`src/rtl/sbox_layer.sv`:
```
// sbox_layer: PRESENT round-key addition and S-box substitution.
// Substitutes NIBBLES_PER_CYCLE nibbles of the keyed state per clock.
module sbox_layer #(
  parameter int NIBBLES_PER_CYCLE = 4
) (
  input  logic        clock,
  input  logic        reset_n,
  input  logic [63:0] state,
  input  logic [63:0] round_key,
  input  logic        enable_in,
  output logic [63:0] out,
  output logic        enable_out,
  output logic        busy
);

  localparam int N      = NIBBLES_PER_CYCLE;
  localparam int CHUNKS = 16 / N;
  localparam int CW     = (CHUNKS > 1) ? $clog2(CHUNKS) : 1;

  localparam logic [CW-1:0] LAST = CW'(CHUNKS - 1);

  localparam logic [0:0] IDLE = 1'b0;
  localparam logic [0:0] RUN  = 1'b1;

  if (!(N == 1 || N == 2 || N == 4 ||
        N == 8 || N == 16)) begin : g_bad_n
    $error("sbox_layer: NIBBLES_PER_CYCLE must be 1/2/4/8/16");
  end

  logic [0:0]    fsm_q;
  logic [CW-1:0] cnt_q;
  logic [63:0]   work_q;
  logic [63:0]   sub;
  logic          last;

  function automatic logic [3:0] sbox(
    input logic [3:0] x
  );
    logic [3:0] r;
    r = 4'h0;
    case (x)
      4'h0: r = 4'hC;
      4'h1: r = 4'h5;
      4'h2: r = 4'h6;
      4'h3: r = 4'hB;
      4'h4: r = 4'h9;
      4'h5: r = 4'h0;
      4'h6: r = 4'hA;
      4'h7: r = 4'hD;
      4'h8: r = 4'h3;
      4'h9: r = 4'hE;
      4'hA: r = 4'hF;
      4'hB: r = 4'h8;
      4'hC: r = 4'h4;
      4'hD: r = 4'h7;
      4'hE: r = 4'h1;
      4'hF: r = 4'h2;
      default: r = 4'h0;
    endcase
    return r;
  endfunction

  // Substitute the chunk selected by the counter, hold the rest
  always_comb begin
    sub = work_q;
    for (int i = 0; i < 16; i++) begin
      if ((i / N) == int'(cnt_q)) begin
        sub[4*i +: 4] = sbox(work_q[4*i +: 4]);
      end
    end
  end

  assign last = (cnt_q == LAST);
  assign busy = (fsm_q == RUN);

  // Accept, chunked substitution and completion sequencing
  always_ff @(posedge clock or negedge reset_n) begin
    if (!reset_n) begin
      fsm_q      <= IDLE;
      cnt_q      <= '0;
      work_q     <= '0;
      out        <= '0;
      enable_out <= 1'b0;
    end else begin
      enable_out <= 1'b0;
      case (fsm_q)
        IDLE: begin
          if (enable_in) begin
            work_q <= state ^ round_key;
            cnt_q  <= '0;
            fsm_q  <= RUN;
          end
        end
        RUN: begin
          work_q <= sub;
          if (last) begin
            out        <= sub;
            enable_out <= 1'b1;
            cnt_q      <= '0;
            fsm_q      <= IDLE;
          end else begin
            cnt_q <= cnt_q + CW'(1);
          end
        end
        default: begin
          fsm_q <= IDLE;
          cnt_q <= '0;
        end
      endcase
    end
  end

endmodule

```
`config.mk`:
```
export PLATFORM = sky130hd
export DESIGN_NAME = sbox_layer
export DESIGN_NICKNAME = d
export VERILOG_FILES = /design/src/rtl/sbox_layer.sv
export SDC_FILE = /design/constraint.sdc
export NUM_CORES = 1
export LEC_CHECK = 0
export CAP_MARGIN = 30
export CORE_AREA = 2 2 140 142
export DETAILED_ROUTE_END_ITERATION = 8
export DIE_AREA = 0 0 142 144
export PLACE_DENSITY = 0.78
export SLEW_MARGIN = 0
export SYNTH_ARGS = -nofsm -noshare
export SYNTH_HDL_FRONTEND = slang
export SYNTH_SLANG_ARGS = --single-unit
```
`constraint.sdc`:
```
create_clock -name clock -period 1.9 [get_ports clock]
set_input_delay 0.38 -clock clock [delete_from_list [all_inputs] [get_ports clock]]
set_output_delay 0.38 -clock clock [all_outputs]
set_load 0.02 [all_outputs]
```
## Yosys cells after proc, flatten, opt, wreduce, memory -nomap -nowiden

Memory sizes are Yosys's and may differ from the RTL's.
Index checks and enable logic that the tools add are counted.

- Bits in registers: 132
- Bits in read-only memories: 1024
- Input port bits: 131
- Output and inout bits: 66
- Logic and storage cells: 57
- Memories: 16

- Add/sub/neg operators: 1
- Equal/unequal tests: 5
- Muxes and demuxes: 26
- Bitwise logic cells: 2
- Reduce and logical (&&, ||, !) cells: 2

Memories:

| name | depth | bits a word | read ports | clocked after Yosys merged registers in | write ports | RTL line | text |
|---|---|---|---|---|---|---|---|
| (name not given) | 16 | 4 | 1 | 0 | 0 | 41 | `case (x)` |
| (name not given) | 16 | 4 | 1 | 0 | 0 | 41 |  |
| (name not given) | 16 | 4 | 1 | 0 | 0 | 41 |  |
| (name not given) | 16 | 4 | 1 | 0 | 0 | 41 |  |
| (name not given) | 16 | 4 | 1 | 0 | 0 | 41 |  |
| (name not given) | 16 | 4 | 1 | 0 | 0 | 41 |  |
| 10 more memories | n/a | n/a | n/a | n/a | n/a | n/a |  |

Operator list:

| cell | number |
|---|---|
| $pmux 64 s2 | 1 |
| $mux 4 | 16 |
| $mux 64 | 1 |
| $xor 64x64->64 | 1 |
| $eq 2x2->1 const A | 2 |
| $mux 1 | 4 |
| $mux 2 | 2 |
| $pmux 2 s2 | 1 |
| $add 2x1->2 const B | 1 |
| $eq 1x2->1 const A | 1 |
| $eq 2x2->1 const B | 1 |
| $logic_not 2->1 | 1 |
| $ne 2x2->1 const B | 1 |
| $pmux 1 s2 | 1 |
| $reduce_and 2->1 | 1 |
| $not 1->1 | 1 |

## Depth between registers and ports, before layout

Gate-level depths: netlist (run 1).

- Depth in word-level cells: 3
- Mapped depth: 8
- Gate-level depth less buffers: 6

## Worst setup path before layout (run 1)

OpenSTA, ideal clock, no wires.

- Path kind: register to register
- Start: register work_q[16]
- End: register out[16]
- Arrival: 1467 ps
- Data required time: 1769 ps
- Setup slack: 302 ps
- Stages on the path, launching flop included: 7
- Path buffers: 0
- Clock period less this slack: 1598 ps
- Path through: dfrtp_1 > inv_1 > ha_1 > nand2b_1 > or4b_1 > o21ai_0 > o21ai_0

- Word-level cells in the longest chain between the ends: 2

RTL lines:

| item | RTL line | text |
|---|---|---|
| from (decl) | 32 | `logic [63:0] work_q;` |
| from (signal assigned) | 89 | `work_q <= state ^ round_key;` |
| from (signal assigned) | 95 | `work_q <= sub;` |
| $mem_v2 16x4 | n/a |  |
| $mux 4 * | 67 | `if ((i / N) == int'(cnt_q)) begin` |
| to (signal assigned) | 97 | `out <= sub;` |
| to (decl) | 11 | `output logic [63:0] out,` |

Every way passes the cells marked *; elsewhere a longest branch is shown, timed or not.
A chain may end at the register's enable or synchronous reset.

## Final worst setup path (run 1)

- Start: register out[32]
- End: output out[32]

No word-level cell between the ends.

==> key figures, run 1 <==
Status
  – Status: finished, final reports clean

Clock tree
  – Clock Latency Late Sink: roughly 420 ps
  – CTS HTree Levels: 4
  – Worst-case clock buffer depth: 2
  – # clock sinks: around 130
  – Root Buffer Master: clkbuf_16
  – CTS Buf Count: 17
  – TritonCTS clock tree: yes
  – Post CTS Setup Buffer Count: 0
  – Clock slew at reported path FFs: around 60 ps

Logic synthesis
  – Seq cells post-synth: 132
  – Post-synth EDFFs: 0
  – Sequential cell area fraction in the yosys report: 35.5%
  – Top FF cell, synth: dfrtp_1
  – Post-synthesis cell type with the largest combined area: dfrtp_1
  – Share of the synthesized area in the top cell type: around 35%
  – Async SR Flop Fraction: 100%
  – Net Count, Synth: between 1000 and 1500
  – Cells after Synth: around 1100
  – Yosys warns: 0
  – Top post-synthesis cells by area: dfrtp_1 (35%), ha_1 (11%), o21ai_0 (8.3%)
  – Post-synth design cell area: between 9000 and 10000 µm²
  – Distinct cell type count after synthesis: 49
  – Synthesized area per cell: 8.85 µm²

Critical path
  – Critical path's top delay family: buffers and inverters
  – Worst Path Max Fanout: 2
  – Crit path cell chain: clkdlybuf4s50_1
  – FF-to-FF path depth: 6
  – Crit path largest cell delay: ~620 ps
  – Crit. End Element: output pin
  – WS Path Type: flop to output pin
  – Startpoint types: flop
  – Worst r2r src: work_q[17]
  – Register-to-register setup slack: 130 ps
  – Max stage delay cell, worst path: clkdlybuf4s50_1
  – Critical Path RT: roughly 1500 ps
  – Reg2reg end: out[16]
  – Data arrival, critical path: about 1400 ps
  – Worst path bufs/invs: 1

Layout
  – # diodes: 0
  – Layout cell share with drive strength beyond 1: 7.96%
  – Final Net Count: about 1400
  – Area grow syn2layout: 31.0%

Floorplan
  – IO Pins: around 200
  – Die width: ~140 µm
  – Die Area: 20400 µm²
  – Core area: between 15000 and 20000 µm²
  – Die Y: roughly 140 µm
  – Rows: about 50
  – Initial Utilization: 48.8%

Drt
  – Vias post-DR: between 8000 and 9000
  – Via density: about 5.6
  – Final wirelength: 23600 µm
  – Wire length per cell: ~16 µm
  – Number of routed nets with antenna violations: 0
  – Drc violations: 0
  – Starting DRT DRC Count: between 600 and 700
  – Pre-Repair DR Iteration Count: 4

Timing
  – Final period util: a little over nine tenths
  – Final setup margin: around 84 ps
  – Worst slew margin: between 60% and 70%
  – Fin. max-slew vios: 0
  – Worst-margin pin slew: roughly 520 ps
  – Final Hold Viols: 0
  – Clk_skew: between 8 and 9 ps
  – RSZ-0062 raised after global routing: false
  – WHS: about 470 ps
  – Max Freq: between 0.5 and 0.6 GHz
  – Final setup TNS: 0 ps
  – Post-route minimum period: ~1800 ps
  – Setup violators final: 0

Pwr
  – Leak pwr: 5.20 nW
  – Pwr dens: 1740 nW/µm²
  – VDD IR max: roughly 990 µV

Global route
  – Vias in the first global route: between 8000 and 9000
  – Largest net degree at the start of global routing: 50
  – First-pass GRT wire length: around 39000 µm
  – GR Overflow Total: 0
  – Antenna violations before repair: 0
  – Total track usage: roughly a quarter

Worst hold path
  – Hold depth: 2
  – Hold path endpoint: out[10]
  – Worst Hold Launch: out[10]
  – Hold WC Path Type: flop to flop

Placed design
  – Worst slack, placed: around 170 ps
  – Routability cong.: around 0.84
  – Port bufs: between 150 and 200
  – HPWL Detailed: 16500 µm

Run
  – Max cap viols: 0
worst min-delay path: cells and delay by family (launching register included):
family	cells	cell delay [ps]
simple gates	1	40
compound gates	1	60
flops	1	340
cells by family after synthesis:
logic type | Yosys count | synth area share (%)
adder cells (fa/ha/maj) | 84 | 11.3
AO/OA/AOI/OAI | 350 | 22.3
XOR/XNOR | 79 | 7.43
flip-flops | 132 | 35.5
AND/OR/NAND/NOR | 252 | 13.2
buffers and inverters | 121 | 5.70
multiplexers | 34 | 4.62
worst max-delay path by stage:
stage | endpoint | start | depth (start not counted)
after floorplan | out[16] | work_q[16] | 6
after global placement | out[16] | work_q[16] | 6
after detailed placement | out[16] | work_q[16] | 6
after CTS | out[32] | out[32] | 1
after global routing | work_q[60] | work_q[61] | 6
final | out[32] | out[32] | 1
cells in the final DEF (no fill, tap or decap), types with 21 or more instances in the layout:
cell,count
a21oi_1,53
buf_4,21
clkdlybuf4s50_1,193
dfrtp_1,131
ha_1,84
inv_1,38
nand2_1,100
nand2b_1,26
nand3_1,24
nor2_1,52
o21a_1,22
o21ai_0,155
o22ai_1,31
xnor2_1,47
xor2_1,32
sequential cells by signal, summed over array words and instances, names as in the netlist:
signal / cells
out: 64
work_q: 64
cnt_q: 2
enable_out: 1
busy: 1
timing repair:
action | 4_1_cts | 5_1_grt
gates resized for setup | 1 | 0
hold endpoints to repair | 44 | 0
endpoints found under the setup margin | 1 | 0
hold buffers | 1 | 0
power by group:
group / total [W] / internal (W) / leakage, nW / switching [W]
logic: 0.0114 / 0.00544 / 3.35 / 0.00596
clock network: 0.00363 / 0.00237 / 0.312 / 0.00126
registers: 0.00617 / 0.00422 / 1.54 / 0.00195
per-stage QoR:
step | util (%) | power (W) | instances | area, µm²
final | 63.9 | 0.0212 | 1469 | 12200
after floorplan | - | 0.0137 | 1052 | 9310
after global routing | 63.9 | 0.0230 | 1469 | 12200
after CTS | 63.9 | 0.0213 | 1469 | 12200
after detailed placement | 60.5 | 0.0175 | 1436 | 11500
after global placement | 60.5 | 0.0171 | 1436 | 11500
area by class of cell:
| class | instances | area [µm²] |
|---|---|---|
| tap | 238 | 298 |
| timing repair buffer | 227 | 2300 |
| inverter | 41 | 154 |
| clock buffer | 24 | 502 |
| clock inverter | 8 | 145 |
| fill | 1609 | 6880 |
| multi-input combinational | 799 | 5490 |
| sequential | 132 | 3300 |
metal layers:
layer	up-vias	track usage, %	routed length (µm)
met5	-	0	0
met3	35	4.34	1160
met4	0	8.84	515
met2	232	39.5	11500
li1	4031	-	-
met1	3978	31.1	10400
cell usage after synthesis (all sizes together), types with 2 or more instances:
cell type,number
buf,57
a41oi,8
o21ai,158
a22oi,13
a21o,4
a211oi,5
a31o,8
nor2b,18
xor2,32
xnor2,47
nand2,102
nand4b,11
mux2,12
o211ai,18
o21a,22
o221a,2
nand4bb,5
nor2,53
clkbuf,23
a211o,2
dfrtp,132
or4b,2
nor4b,2
nand3,24
a21oi,53
nand2b,27
nor3,4
a31oi,18
mux4,6
o22ai,31
inv,41
ha,84
o32ai,2
mux2i,16
Note: power is estimated with default switching activity, not from simulation.
==> run 2, diff against run 1 <==
- MAX_ROUTING_LAYER: unset -> met4
- PLACE_DENSITY: 0.78 -> 0.79
- TNS_END_PERCENT: unset -> 100
==> run 2 against run 1 <==
Effect of this change: sequential power hardly changed; utilization is essentially flat; clock-buffer cell count unchanged; total power is 0.40% lower; global-route usage grew 0.50 points; sequential share of layout area hardly changed; critical endpoint is now out[4]; largest cell class unchanged; highest routed layer unchanged.
==> key figures, run 2 (synthesis gave the netlist of run 1 again) <==
Status
  – Status: finished, final reports clean (unchanged)

Timing
  – RSZ-0062 raised after global routing: false (unchanged)
  – Final setup margin: 83.6 ps (was 84.2 ps)
  – Final period util: 95.6% (about the same)
  – Final Hold Viols: 0 (unchanged)
  – Post-route minimum period: 1820 ps (about the same)
  – Max Freq: 0.551 GHz (about the same)
  – WHS: 472 ps (was 474 ps)
  – Worst-margin pin slew: 473 ps (was 524 ps)
  – Clk_skew: 6.57 ps (was 8.73 ps)
  – Setup violators final: 0 (unchanged)
  – Fin. max-slew vios: 0 (unchanged)
  – Worst slew margin: 68.4% (was 65.1%)
  – Final setup TNS: 0 ps (unchanged)

Drt
  – Wire length per cell: 16.2 µm (was 16.1 µm)
  – Vias post-DR: 8395 (was 8276)
  – Starting DRT DRC Count: 632 (was 640)
  – Final wirelength: 23800 µm (was 23600 µm)
  – Pre-Repair DR Iteration Count: 5 (was 4)
  – Number of routed nets with antenna violations: 0 (unchanged)
  – Via density: 5.69 (was 5.63)
  – Drc violations: 0 (unchanged)

Floorplan
  – Die Area: 20400 µm² (unchanged)
  – Die width: 142 µm (unchanged)
  – Core area: 19100 µm² (unchanged)
  – Rows: 51 (unchanged)
  – Initial Utilization: 48.8% (unchanged)
  – IO Pins: 197 (unchanged)
  – Die Y: 144 µm (unchanged)

Layout
  – Layout cell share with drive strength beyond 1: 8.48% (was 7.96%)
  – Final Net Count: 1440 (was 1433)
  – Area grow syn2layout: 31.0% (about the same)
  – Commonest non-fill, non-tap cells in the layout: clkdlybuf4s50_1 (193), o21ai_0 (155), dfrtp_1 (131) (unchanged)
  – Regs by FF count: out (64), work_q (64), cnt_q (2) (unchanged)
  – Most common cell after layout, fill and taps aside: clkdlybuf4s50_1 (unchanged)
  – # fillers: 1566 (was 1609)
  – Final Instance Count excl. Fillers: 1476 (was 1469)
  – # diodes: 0 (unchanged)

Clock tree
  – # clock sinks: 132 (unchanged)
  – CTS Buf Count: 17 (unchanged)
  – TritonCTS clock tree: yes (unchanged)
  – CTS HTree Levels: 4 (unchanged)
  – Clock slew at reported path FFs: 60 ps (about the same)
  – Root Buffer Master: clkbuf_16 (unchanged)
  – Clock Latency Late Sink: 430 ps (was 420 ps)
  – Post CTS Setup Buffer Count: 0 (unchanged)
  – Worst-case clock buffer depth: 2 (unchanged)

Pwr
  – Leak pwr: 5.21 nW (was 5.20 nW)
  – Tot Pwr: 0.0211 W (was 0.0212 W)
  – VDD IR max: 1020 µV (was 995 µV)
  – Pwr dens: 1730 nW/µm² (was 1740 nW/µm²)

Placed design
  – Placed Instances: 1443 (was 1436)
  – Routability cong.: 0.911 (was 0.841)
  – Worst slack, placed: 166 ps (was 167 ps)
  – HPWL Detailed: 16900 µm (was 16500 µm)
  – Port bufs: 196 (unchanged)

Global route
  – Vias in the first global route: 7951 (was 8016)
  – Busiest grt layer: met2 (unchanged)
  – GR Overflow Total: 0 (unchanged)
  – Largest net degree at the start of global routing: 45 (was 50)
  – Met2 usage in global routing: 40.0% (was 39.5%)
  – Antenna violations before repair: 0 (unchanged)
  – Total track usage: 24.3% (was 23.8%)
  – Global Route met1 Usage: 31.3% (was 31.1%)
  – First-pass GRT wire length: 38900 µm (was 39300 µm)
  – GR met3 Demand/Resource: 3.81% (was 4.34%)

Critical path
  – Crit path largest cell delay: 640 ps (was 620 ps)
  – Worst path bufs/invs: 1 (unchanged)
  – Max stage delay cell, worst path: clkdlybuf4s50_1 (unchanged)
  – Startpoint types: flop (unchanged)
  – WS Path Type: flop to output pin (unchanged)
  – Critical path's top delay family: buffers and inverters (unchanged)
  – Data arrival, critical path: 1440 ps (about the same)
  – Crit. End Element: output pin (unchanged)
  – Crit path cell chain: clkdlybuf4s50_1 (unchanged)
  – Critical Path RT: 1520 ps (about the same)
  – Worst Path Max Fanout: 2 (unchanged)

Worst hold path
  – Hold WC Path Type: input port to asynchronous set/reset pin (was flop to flop)

Run
  – Max cap viols: 0 (unchanged)
-- run 2: cell count changes in the layout (fill, tap and decap cells not counted), sizes merged --
cell and change:
buf +7, bufinv -1, clkinv +2, clkinvlp -1
-- run 2: path summary, 6_finish.rpt --
path / from / end / slack (ps) / cells past startpoint
setup / recovery: out[4] / out[4] / 80 / 1
hold / removal: reset_n / out[9] / 470 / 2
setup reg to reg: work_q[17] / out[16] / 120 / 6
hold reg to reg: out[22] / out[22] / 470 / 2
max in group asynchronous: reset_n / out[3] / 880 / 3
min in group clock: out[22] / out[22] / 470 / 2
-- run 2: per-layer routing --
layer	share of wire, %	vias up
met5	0	-
met4	1.4	0
met3	5.5	38
met2	49	264
met1	44	4045
li1	-	4048
-- run 2: cell type report --
cell class / count / area [µm²] / share of cell area (%)
timing repair buffer: 234 / 2330 / 19.1
tap: 238 / 298 / 2.44
inverter: 41 / 154 / 1.26
clock inverter: 8 / 121 / 0.995
sequential: 132 / 3300 / 27.1
multi-input combinational: 799 / 5490 / 45.0
clock buffer: 24 / 502 / 4.11
-- run 2: metrics by stage --
step                      util, %  area [µm²]
after floorplan                 -        9310
after global placement       60.6       11600
after detailed placement     60.6       11600
after CTS                    64.0       12200
after global routing         64.0       12200
final                        64.0       12200
-- run 2: power by group --
group	internal, W	switching, W
registers	0.00422	0.00196
logic	0.00546	0.00600
clock network	0.00223	0.00124
total	0.0119	0.00920
-- run 2: what timing repair did --
action                                  4_1_cts  5_1_grt
endpoints found under the setup margin        1        0
gates resized for setup                       1        0
hold buffers                                  1        0
hold endpoints to repair                     39        0
